[src/rtl/stereo_frame_buffer.sv]
// rtl/stereo_frame_buffer.sv - stereo frame pairing, circular store and L/R word server for the DAC
//
// Purpose:
//   Pairs left/right channel words popped from the input FIFO into stereo frames,
//   stores them in a small circular buffer and serves them one channel word per
//   DAC pop in strict L,R order. The output stays muted (zeros) until PREFILL
//   frames are stored, falls back to mute on underrun, and drops whole frames on
//   overflow so the DAC never sees a torn or channel-swapped frame.
//
// Ports:
//   clk        in   system clock (clk491520 domain)
//   rst        in   asynchronous active-low reset
//   ack_i      in   [0]=left word strobe, [1]=right word strobe
//   data_i     in   [WIDTH-1:0]=left word, [2*WIDTH-1:WIDTH]=right word
//   pop_i      in   DAC request for the next channel word
//   data_o     out  channel word answering pop_i (one cycle later)
//   ack_o      out  data_o valid strobe
//   lrck_o     out  channel of data_o: 0=left, 1=right
//   level_o    out  frames currently stored
//   muted_o    out  high while zeros are being served
//   overflow_o out  sticky: a completed frame was dropped on a full store
//   pair_err_o out  sticky: orphan or duplicate channel word seen

module stereo_frame_buffer #(
    parameter int DEPTH_LOG2 = 4,
    parameter int PREFILL    = 8,
    parameter int WIDTH      = 24
) (
    input  logic                    clk,
    input  logic                    rst,
    input  logic [1:0]              ack_i,
    input  logic [2*WIDTH-1:0]      data_i,
    input  logic                    pop_i,
    output logic [WIDTH-1:0]        data_o,
    output logic                    ack_o,
    output logic                    lrck_o,
    output logic [DEPTH_LOG2:0]     level_o,
    output logic                    muted_o,
    output logic                    overflow_o,
    output logic                    pair_err_o
);

    localparam int DEPTH = 1 << DEPTH_LOG2;
    localparam logic [DEPTH_LOG2:0] FULL_LVL    = (DEPTH_LOG2 + 1)'(DEPTH);
    localparam logic [DEPTH_LOG2:0] PREFILL_LVL = (DEPTH_LOG2 + 1)'(PREFILL);

    typedef enum logic {WAIT_L, HAVE_L} pair_state_t;
    typedef enum logic {MUTE, PLAY}     out_state_t;

    pair_state_t            pair_st_q,  pair_st_d;
    out_state_t             out_st_q,   out_st_d;
    logic [WIDTH-1:0]       left_q,     left_d;
    logic                   wr_req_q,   wr_req_d;
    logic [2*WIDTH-1:0]     wr_frame_q, wr_frame_d;
    logic [DEPTH_LOG2-1:0]  wr_ptr_q,   wr_ptr_d;
    logic [DEPTH_LOG2-1:0]  rd_ptr_q,   rd_ptr_d;
    logic [DEPTH_LOG2:0]    level_q,    level_d;
    logic                   overflow_q, overflow_d;
    logic                   pair_err_q, pair_err_d;
    logic                   phase_q,    phase_d;
    logic [WIDTH-1:0]       data_q,     data_d;
    logic                   ack_q,      ack_d;
    logic                   lrck_q,     lrck_d;
    logic                   muted_q,    muted_d;

    logic                   wr_en;
    logic                   rd_done;
    logic [2*WIDTH-1:0]     rd_frame;

    logic [2*WIDTH-1:0]     mem [DEPTH];

    assign rd_frame = mem[rd_ptr_q];

    always_comb begin
        pair_st_d  = pair_st_q;
        out_st_d   = out_st_q;
        left_d     = left_q;
        wr_req_d   = 1'b0;
        wr_frame_d = wr_frame_q;
        wr_ptr_d   = wr_ptr_q;
        rd_ptr_d   = rd_ptr_q;
        level_d    = level_q;
        overflow_d = overflow_q;
        pair_err_d = pair_err_q;
        phase_d    = phase_q;
        data_d     = data_q;
        ack_d      = pop_i;
        lrck_d     = lrck_q;
        muted_d    = muted_q;
        wr_en      = 1'b0;
        rd_done    = 1'b0;

        // Input pairing: a frame is only formed from a left word followed by a right word.
        case (pair_st_q)
            WAIT_L: begin
                if (ack_i[0]) begin
                    left_d    = data_i[WIDTH-1:0];
                    pair_st_d = HAVE_L;
                end else if (ack_i[1]) begin
                    pair_err_d = 1'b1;
                end
            end
            HAVE_L: begin
                if (ack_i[1]) begin
                    wr_frame_d = {data_i[2*WIDTH-1:WIDTH], left_q};
                    wr_req_d   = 1'b1;
                    pair_st_d  = WAIT_L;
                end else if (ack_i[0]) begin
                    left_d     = data_i[WIDTH-1:0];
                    pair_err_d = 1'b1;
                end
            end
            default: pair_st_d = WAIT_L;
        endcase

        // Frame commit one cycle after the right strobe; whole frame dropped when full.
        if (wr_req_q) begin
            if (level_q == FULL_LVL) begin
                overflow_d = 1'b1;
            end else begin
                wr_en    = 1'b1;
                wr_ptr_d = wr_ptr_q + 1'b1;
            end
        end

        // Output server. Mode changes only on a left pop so frames are never split.
        if (pop_i) begin
            lrck_d  = phase_q;
            phase_d = ~phase_q;
            data_d  = '0;
            if (!phase_q) begin
                if ((out_st_q == PLAY) ? (level_q != '0) : (level_q >= PREFILL_LVL)) begin
                    data_d   = rd_frame[WIDTH-1:0];
                    out_st_d = PLAY;
                    muted_d  = 1'b0;
                end else begin
                    out_st_d = MUTE;
                    muted_d  = 1'b1;
                end
            end else if (out_st_q == PLAY) begin
                // Right word completes the frame: release its slot.
                data_d   = rd_frame[2*WIDTH-1:WIDTH];
                rd_done  = 1'b1;
                rd_ptr_d = rd_ptr_q + 1'b1;
            end
        end

        case ({wr_en, rd_done})
            2'b10:   level_d = level_q + 1'b1;
            2'b01:   level_d = level_q - 1'b1;
            default: level_d = level_q;
        endcase
    end

    always_ff @(posedge clk) begin
        if (wr_en) begin
            mem[wr_ptr_q] <= wr_frame_q;
        end
    end

    always_ff @(posedge clk or negedge rst) begin
        if (!rst) begin
            pair_st_q  <= WAIT_L;
            out_st_q   <= MUTE;
            left_q     <= '0;
            wr_req_q   <= 1'b0;
            wr_frame_q <= '0;
            wr_ptr_q   <= '0;
            rd_ptr_q   <= '0;
            level_q    <= '0;
            overflow_q <= 1'b0;
            pair_err_q <= 1'b0;
            phase_q    <= 1'b0;
            data_q     <= '0;
            ack_q      <= 1'b0;
            lrck_q     <= 1'b0;
            muted_q    <= 1'b1;
        end else begin
            pair_st_q  <= pair_st_d;
            out_st_q   <= out_st_d;
            left_q     <= left_d;
            wr_req_q   <= wr_req_d;
            wr_frame_q <= wr_frame_d;
            wr_ptr_q   <= wr_ptr_d;
            rd_ptr_q   <= rd_ptr_d;
            level_q    <= level_d;
            overflow_q <= overflow_d;
            pair_err_q <= pair_err_d;
            phase_q    <= phase_d;
            data_q     <= data_d;
            ack_q      <= ack_d;
            lrck_q     <= lrck_d;
            muted_q    <= muted_d;
        end
    end

    assign data_o     = data_q;
    assign ack_o      = ack_q;
    assign lrck_o     = lrck_q;
    assign level_o    = level_q;
    assign muted_o    = muted_q;
    assign overflow_o = overflow_q;
    assign pair_err_o = pair_err_q;

endmodule

[config.mk]
export PLATFORM = sky130hd
export DESIGN_NAME = stereo_frame_buffer
export DESIGN_NICKNAME = d
export VERILOG_FILES = /design/src/rtl/stereo_frame_buffer.sv
export SDC_FILE = /design/constraint.sdc
export NUM_CORES = 1
export LEC_CHECK = 0
export BUFFER_PORTS_ARGS = -buffer_cell sky130_fd_sc_hd__buf_2
export CAP_MARGIN = 20
export CORE_AREA = 2 2 265 267
export CTS_BUF_LIST = sky130_fd_sc_hd__clkbuf_4
export DETAILED_ROUTE_END_ITERATION = 16
export DIE_AREA = 0 0 267 269
export PLACE_DENSITY = 0.66
export SLEW_MARGIN = 20
export SYNTH_ARGS = -nofsm -noshare
export SYNTH_HDL_FRONTEND = slang
export SYNTH_SLANG_ARGS = --single-unit
[constraint.sdc]
create_clock -name clk -period 8.84 [get_ports clk]
set_clock_uncertainty 0.05 [all_clocks]
set_input_delay 1.326 -clock clk [delete_from_list [all_inputs] [get_ports clk]]
set_output_delay 1.326 -clock clk [all_outputs]
set_load 0.01 [all_outputs]
==> results of run 1 <==
==> state kept, by name (all words and copies together), names as in the netlist, 4 cells and up <==
register	flops
left_q	24
rd_ptr_q	4
data_o	24
level_o	5
mem	768
wr_frame_q	48
wr_ptr_q	4
==> power by group <==
group | leakage, nW | internal [mW] | switching [mW]
Clock | 1.71 | 1.80 | 1.62
Combinational | 3.74 | 1.23 | 1.77
Sequential | 8.29 | 5.23 | 0.561
Total | 13.7 | 8.26 | 3.95
==> worst max-delay path, stage by stage (launching register included) <==
cell and delay (ps):
sky130_fd_sc_hd__dfrtp_4 790, sky130_fd_sc_hd__buf_12 650, sky130_fd_sc_hd__buf_4 700, sky130_fd_sc_hd__mux4_2 590
sky130_fd_sc_hd__mux2i_1 280, sky130_fd_sc_hd__o21ai_0 120, sky130_fd_sc_hd__a22o_1 200
==> logic make-up (layout without fill, tap and decap cells) <==
kind of cell / count (synthesis) / in the layout / share of synthesized area, %
fa+ha+maj: 8 / 8 / 0.2925
simple gates: 123 / 123 / 1.755
xor+xnor: 14 / 14 / 0.3584
flops: 886 / 886 / 76.03
other cells: 0 / 5 / 0
buf+inv: 112 / 535 / 1.902
mux: 434 / 434 / 14.72
compound gates: 232 / 232 / 4.937
==> cells in the mapped netlist, types with 2 or more instances <==
library cell	instances
sky130_fd_sc_hd__mux2_2	74
sky130_fd_sc_hd__a22o_1	24
sky130_fd_sc_hd__mux2i_1	312
sky130_fd_sc_hd__nand2_1	12
sky130_fd_sc_hd__buf_4	13
sky130_fd_sc_hd__nor2_1	19
sky130_fd_sc_hd__nor3_1	4
sky130_fd_sc_hd__nand3b_1	2
sky130_fd_sc_hd__ha_1	8
sky130_fd_sc_hd__xor2_1	6
sky130_fd_sc_hd__nor2b_1	4
sky130_fd_sc_hd__clkbuf_2	2
sky130_fd_sc_hd__a22oi_1	144
sky130_fd_sc_hd__buf_1	7
sky130_fd_sc_hd__buf_6	13
sky130_fd_sc_hd__mux4_2	48
sky130_fd_sc_hd__nand3_1	74
sky130_fd_sc_hd__buf_2	43
sky130_fd_sc_hd__clkbuf_1	24
sky130_fd_sc_hd__edfxtp_1	768
sky130_fd_sc_hd__a31oi_1	24
sky130_fd_sc_hd__nand2b_1	3
sky130_fd_sc_hd__xnor2_1	8
sky130_fd_sc_hd__inv_1	7
sky130_fd_sc_hd__o21ai_0	28
sky130_fd_sc_hd__a222oi_1	2
sky130_fd_sc_hd__dfrtp_1	117
==> per-stage QoR <==
stage | std cells | area (um2) | hold slack [ps] | power, mW
3_3_place_gp | 2763 | 35630 | 395.9 | 8.811
4_1_cts | 3172 | 38540 | 161.6 | 12.31
6_report | 3177 | 38550 | 230.9 | 12.21
2_1_floorplan | 1809 | 34220 | 413.3 | 7.884
5_1_grt | 3175 | 38540 | 216.8 | 12.80
3_5_place_dp | 2763 | 35630 | 414.2 | 8.898
==> layout make-up <==
| type | count | area, um2 | area share, % |
|---|---|---|---|
| clock inverter | 79 | 424.2 | 1.100 |
| tap | 940 | 1176 | 3.051 |
| inverter | 8 | 30.03 | 0.07790 |
| timing repair buffer | 118 | 701.9 | 1.821 |
| antenna | 5 | 12.51 | 0.03246 |
| multi-input combinational | 811 | 7702 | 19.98 |
| sequential | 886 | 26020 | 67.51 |
| clock buffer | 330 | 2477 | 6.427 |
==> per-layer routing <==
| layer | wire length, um | vias up |
|---|---|---|
| li1 | - | 7926 |
| met1 | 32600 | 9390 |
| met2 | 38310 | 669 |
| met3 | 4829 | 150 |
| met4 | 2422 | 0 |
| met5 | 0 | - |
==> cell usage in the layout, fill, tap and decap left out, types with 4 or more instances in the layout <==
cell type                    netlist  layout
sky130_fd_sc_hd__edfxtp_1        768     768
sky130_fd_sc_hd__nand2_1          12      11
sky130_fd_sc_hd__a22oi_1         144     144
sky130_fd_sc_hd__inv_2             1       5
sky130_fd_sc_hd__mux2_2           74      74
sky130_fd_sc_hd__buf_4            13      30
sky130_fd_sc_hd__mux2i_1         312     312
sky130_fd_sc_hd__xor2_1            6       6
sky130_fd_sc_hd__mux4_2           48      48
sky130_fd_sc_hd__dfrtp_1         117     113
sky130_fd_sc_hd__a22o_1           24      24
sky130_fd_sc_hd__nor2_1           19       6
sky130_fd_sc_hd__nor3_2            1       5
sky130_fd_sc_hd__diode_2           0       5
sky130_fd_sc_hd__clkinv_1          0      59
sky130_fd_sc_hd__clkinvlp_4        0       4
sky130_fd_sc_hd__buf_2            43      85
sky130_fd_sc_hd__clkbuf_4          0     330
sky130_fd_sc_hd__xnor2_1           8       8
sky130_fd_sc_hd__ha_1              8       8
sky130_fd_sc_hd__clkinv_2          0       5
sky130_fd_sc_hd__inv_1             7       7
sky130_fd_sc_hd__nand3_1          74      74
sky130_fd_sc_hd__nor2_4            0      13
sky130_fd_sc_hd__o21ai_0          28      28
sky130_fd_sc_hd__a31oi_1          24      24
==> final timing paths <==
kind / cells past startpoint / start / slack, ps / to
worst max-delay path: 6 / rd_ptr_q[0] / 5140 / data_o[18]
worst min-delay path: 1 / rst / 230 / wr_frame_q[42]
worst max register to register: 6 / rd_ptr_q[0] / 5140 / data_o[18]
worst min register to register: 1 / overflow_o / 420 / overflow_o
max in group asynchronous: 2 / rst / 7140 / wr_frame_q[5]
min in group clk: 1 / pop_i / 370 / ack_o
==> impl_metrics.env, run 1 <==
export IMPL_critPathMaxFanout=115
export IMPL_number_of_buffers_created_by_cts=215
export IMPL_final_min_period_over_clock_period_pct=41.88
export IMPL_dpl_hpwl_um=37460
export IMPL_core_area_um2=69300
export IMPL_worst_setup_path_end_kind="register"
export IMPL_finalSetupViolCount=0
export IMPL_clock_root_buffer="sky130_fd_sc_hd__clkbuf_4"
export IMPL_post_route_cells_drive_above_1_share_pct=27.87
export IMPL_syn_nets=1870
export IMPL_setup_total_negative_slack_ps=0
export IMPL_final_hold_violation_count=0
export IMPL_ctsLongestPathBuffers=3
export IMPL_synth_ff_type="sky130_fd_sc_hd__edfxtp_1"
export IMPL_worst_setup_path_type="register to register"
export IMPL_initial_core_util_pct=49.37
export IMPL_slew_limit_fails=0
export IMPL_antenna_left=0
export IMPL_min_path_type="primary input to asynchronous set/reset pin"
export IMPL_route_detailed_vias_per_inst=5.708
export IMPL_met2_grt_util_pct=36.13
export IMPL_ys_async_sr_fraction_pct=13.32
export IMPL_yosys_top_cells_area="sky130_fd_sc_hd__edfxtp_1, sky130_fd_sc_hd__mux2i_1, sky130_fd_sc_hd__dfrtp_1"
export IMPL_grt_antenna_before_repair=3
export IMPL_final_util_pct=55.63
export IMPL_synth_area_per_cell_um2=18.91
export IMPL_die_area_um2=71820
export IMPL_fin_crit_ps=3702
export IMPL_first_global_vias=18512
export IMPL_ctsHtreeMaxLevel=4
export IMPL_netlist_top_cell_by_area="sky130_fd_sc_hd__edfxtp_1"
export IMPL_numClockSinks=886
export IMPL_routing_usage_on_met3_pct=4.539
export IMPL_start_kind="register"
export IMPL_vdd_ir_drop_max_mv=0.2673
export IMPL_mappedNetlistArea_um2=34220
export IMPL_dieWidth_um=267
export IMPL_synthesized_instance_count=1809
export IMPL_cts_setup_buffers=0
export IMPL_clock_fmax_ghz=0.2701
export IMPL_power_density_nw_per_um2=316.8
export IMPL_grt_busiest_layer="met2"
export IMPL_detailedRoute_firstPassIterationCount=5
export IMPL_wire_per_inst_um=24.60
export IMPL_timing_worst_slew_pin_value_ps=1175
export IMPL_clk_transition_reported_paths_ps=70
export IMPL_crit_arrival_ps=4620
export IMPL_synth_top_area_share_pct=67.40
export IMPL_ys_types=46
export IMPL_die_height_um=269
export IMPL_grt_overflow_total=0
export IMPL_seq_area_frac_synth_pct=76.03
export IMPL_resize_count_post_cts=0
export IMPL_yosys_register_bits=886
export IMPL_number_of_top_level_pins=87
export IMPL_preCtsSetupSlack_ps=4685
export IMPL_grt_start_max_net_pins=116
export IMPL_cts_tree="built"
export IMPL_area_growth_syn_to_layout_pct=12.66
export IMPL_layout_nets=2101
export IMPL_route_vias_total=18135
export IMPL_gp_routability_congestion=0.7974
export IMPL_remaining_drc_errors=0
export IMPL_synth_enable_flop_cells=768
export IMPL_globalRouteTotalUtil_pct=22.28
export IMPL_dr_first_iter_drc_count=1611
export IMPL_buffer_ports_inserted=86
export IMPL_insertion_delay_ps=1100
export IMPL_postLayoutSetupSlackWorst_ps=5138
export IMPL_timing_max_slew_rel_slack_pct=21.66
export IMPL_use_met1_pct=29.23
export IMPL_status="finished, final reports clean"
export IMPL_grt_setup_unrepaired="false"
export IMPL_wirelength_routed_um=78160
export IMPL_synth_warning_count=0
export IMPL_grt_pass1_wl_um=115300
export IMPL_nFillCells=5385
export IMPL_timing_critical_path_required_ps=9760
export IMPL_cts_hold_repair_buffers=0
export IMPL_drv_cap=0
export IMPL_core_rowCount=97
export IMPL_power_leakage_nw=13.74
Power figures use the tool's default switching activity.
==> run 2: changes to the inputs <==
PLACE_DENSITY = 0.68   (was 0.66)
clock period = 3.2 ns   (was 8.84 ns; I/O delays follow)
==> run 2 against run 1 <==
  * Clock power rose to 2.7 times the previous value
  * Power rose to 2.8 times the previous value
  * Global-route usage rose by 0.27 points
  * Critical endpoint is now level_o[4]
  * Largest cell class unchanged
==> impl_metrics.env, run 2 (synthesis gave the netlist of run 1 again) <==
export IMPL_resize_count_post_cts=0
export IMPL_finish_instance_area_um2=39640
export IMPL_antenna_left=0
export IMPL_crit_arrival_ps=3520
export IMPL_fin_crit_ps=2660
export IMPL_setup_total_negative_slack_ps=0
export IMPL_wire_per_inst_um=24.46
export IMPL_worstPathBufferInverterCount=1
export IMPL_cpPeakStageDelay_ps=470
export IMPL_grt_start_max_net_pins=59
export IMPL_min_path_type="primary input to register"
export IMPL_power_leakage_nw=14.15
export IMPL_timing_max_slew_rel_slack_pct=34.91
export IMPL_grt_setup_unrepaired="false"
export IMPL_placed_cells_incl_taps=2788
export IMPL_finalSetupViolCount=0
export IMPL_wirelength_routed_um=79300
export IMPL_final_util_pct=57.20
export IMPL_insertion_delay_ps=1040
export IMPL_number_of_top_level_pins=87
export IMPL_cts_setup_buffers=0
export IMPL_numClockSinks=886
export IMPL_placedInstanceArea_um2=36260
export IMPL_clk_transition_reported_paths_ps=60
export IMPL_drv_cap=0
export IMPL_cts_tree="built"
export IMPL_detailedRoute_firstPassIterationCount=5
export IMPL_globalRouteTotalUtil_pct=22.55
export IMPL_buffer_ports_inserted=86
export IMPL_layout_cells_most_common="sky130_fd_sc_hd__edfxtp_1"
export IMPL_layout_cells_non_filler=3242
export IMPL_start_kind="register"
export IMPL_critical_path_slowest_cell="sky130_fd_sc_hd__dfrtp_1"
export IMPL_largest_reg_flops=768
export IMPL_critPathMaxFanout=9
export IMPL_grt_overflow_total=0
export IMPL_nFillCells=5327
export IMPL_die_height_um=269
export IMPL_cts_hold_repair_buffers=55
export IMPL_final_hold_violation_count=0
export IMPL_layout_nets=2179
export IMPL_fin_total_pwr_mw=34.17
export IMPL_timing_critical_path_max_delay_family="simple AND/OR/NAND/NOR gates"
export IMPL_area_of_combinational_cells_with_multiple_inputs_um2=7727
export IMPL_max_flop_register="mem"
export IMPL_first_global_vias=18926
export IMPL_area_growth_syn_to_layout_pct=15.84
export IMPL_remaining_drc_errors=0
export IMPL_power_density_nw_per_um2=862.0
export IMPL_slew_limit_fails=0
export IMPL_whs_ps=137.0
export IMPL_route_vias_total=18380
export IMPL_route_detailed_vias_per_inst=5.669
export IMPL_status="finished, final reports clean"
export IMPL_clock_root_buffer="sky130_fd_sc_hd__clkbuf_4"
export IMPL_postLayoutSetupSlackWorst_ps=539.9
export IMPL_clock_fmax_ghz=0.3759
export IMPL_worst_setup_path_end_kind="register"
export IMPL_die_area_um2=71820
export IMPL_dieWidth_um=267
export IMPL_vdd_ir_drop_max_mv=0.5078
export IMPL_core_area_um2=69300
export IMPL_preCtsSetupSlack_ps=547.2
export IMPL_biggestRegsByFlops="mem (768), wr_frame_q (48)"
export IMPL_dpl_hpwl_um=39410
export IMPL_regArea_um2=26020
export IMPL_grt_pass1_wl_um=116900
export IMPL_path_cells="nor3_2 > a21boi_2 > inv_1 > ha_1 > xor2_1 > ha_1 > nor2_1 > a222oi_1 > nor2_1 > xor2_1"
export IMPL_post_route_cells_drive_above_1_share_pct=27.83
export IMPL_timing_worst_slew_pin_value_ps=976.3
export IMPL_number_of_buffers_created_by_cts=213
export IMPL_most_common_layout_cells="sky130_fd_sc_hd__edfxtp_1, sky130_fd_sc_hd__clkbuf_4, sky130_fd_sc_hd__mux2i_1"
export IMPL_dr_first_iter_drc_count=1498
export IMPL_grt_antenna_before_repair=2
export IMPL_initial_core_util_pct=49.37
export IMPL_ctsHtreeMaxLevel=4
export IMPL_core_rowCount=97
export IMPL_final_min_period_over_clock_period_pct=83.13
export IMPL_timing_critical_path_required_ps=4060
export IMPL_worst_setup_path_type="register to register"
export IMPL_gp_routability_congestion=0.7710
export IMPL_ctsLongestPathBuffers=3
[run 2: changes by cell type in the layout (fill, tap and decap cells not counted)]
cell | before | now
sky130_fd_sc_hd__buf_4 | 30 | 22
sky130_fd_sc_hd__diode_2 | 5 | 6
sky130_fd_sc_hd__dlygate4sd3_1 | 0 | 54
sky130_fd_sc_hd__clkbuf_4 | 330 | 322
sky130_fd_sc_hd__inv_6 | 1 | 0
sky130_fd_sc_hd__buf_12 | 2 | 35
sky130_fd_sc_hd__nor3_2 | 5 | 1
sky130_fd_sc_hd__nor3_4 | 0 | 4
sky130_fd_sc_hd__clkinv_2 | 5 | 6
sky130_fd_sc_hd__clkinv_1 | 59 | 52
sky130_fd_sc_hd__buf_16 | 0 | 1
sky130_fd_sc_hd__clkinv_8 | 1 | 0
[run 2: per-layer routing]
layer  GRT usage, %  wire length, um
met5              0                0
met4          8.882             1955
met3          4.511             4937
met2          39.00            40710
met1          28.08            31700
[run 2: final cells by class]
type / instances / area share (%)
multi-input cells: 811 / 19.49
inverters: 8 / 0.07576
clock inverters: 71 / 0.9533
clock buffers: 322 / 6.098
flip-flops and latches: 886 / 65.65
diodes: 6 / 0.03788
repair buffers: 198 / 4.719
well taps: 940 / 2.967
[run 2: final timing paths]
path / startpoint / end / slack (ps) / cells past startpoint
min: pop_i / ack_o / 140 / 2
max reg2reg: level_o[2] / level_o[4] / 540 / 10
min in group asynchronous: rst / wr_frame_q[32] / 600 / 4
min reg2reg: overflow_o / overflow_o / 440 / 1
max: level_o[2] / level_o[4] / 540 / 10
max in group asynchronous: rst / left_q[6] / 2140 / 4
[run 2: power breakdown]
part           internal (mW)  leakage, nW  switching (mW)  total (mW)
combinational           3.86         4.21            5.14        9.00
sequential              14.4         8.29            1.52        16.0
clock                   4.84         1.65            4.37        9.21
[run 2: worst reg2reg max path, cell delays in order, from the launching register on]
cell and delay (ps):
sky130_fd_sc_hd__dfrtp_1 470, sky130_fd_sc_hd__nor3_2 430, sky130_fd_sc_hd__a21boi_2 210, sky130_fd_sc_hd__inv_1 140
sky130_fd_sc_hd__ha_1 290, sky130_fd_sc_hd__xor2_1 180, sky130_fd_sc_hd__ha_1 210, sky130_fd_sc_hd__nor2_1 60
sky130_fd_sc_hd__a222oi_1 280, sky130_fd_sc_hd__nor2_1 90, sky130_fd_sc_hd__xor2_1 140
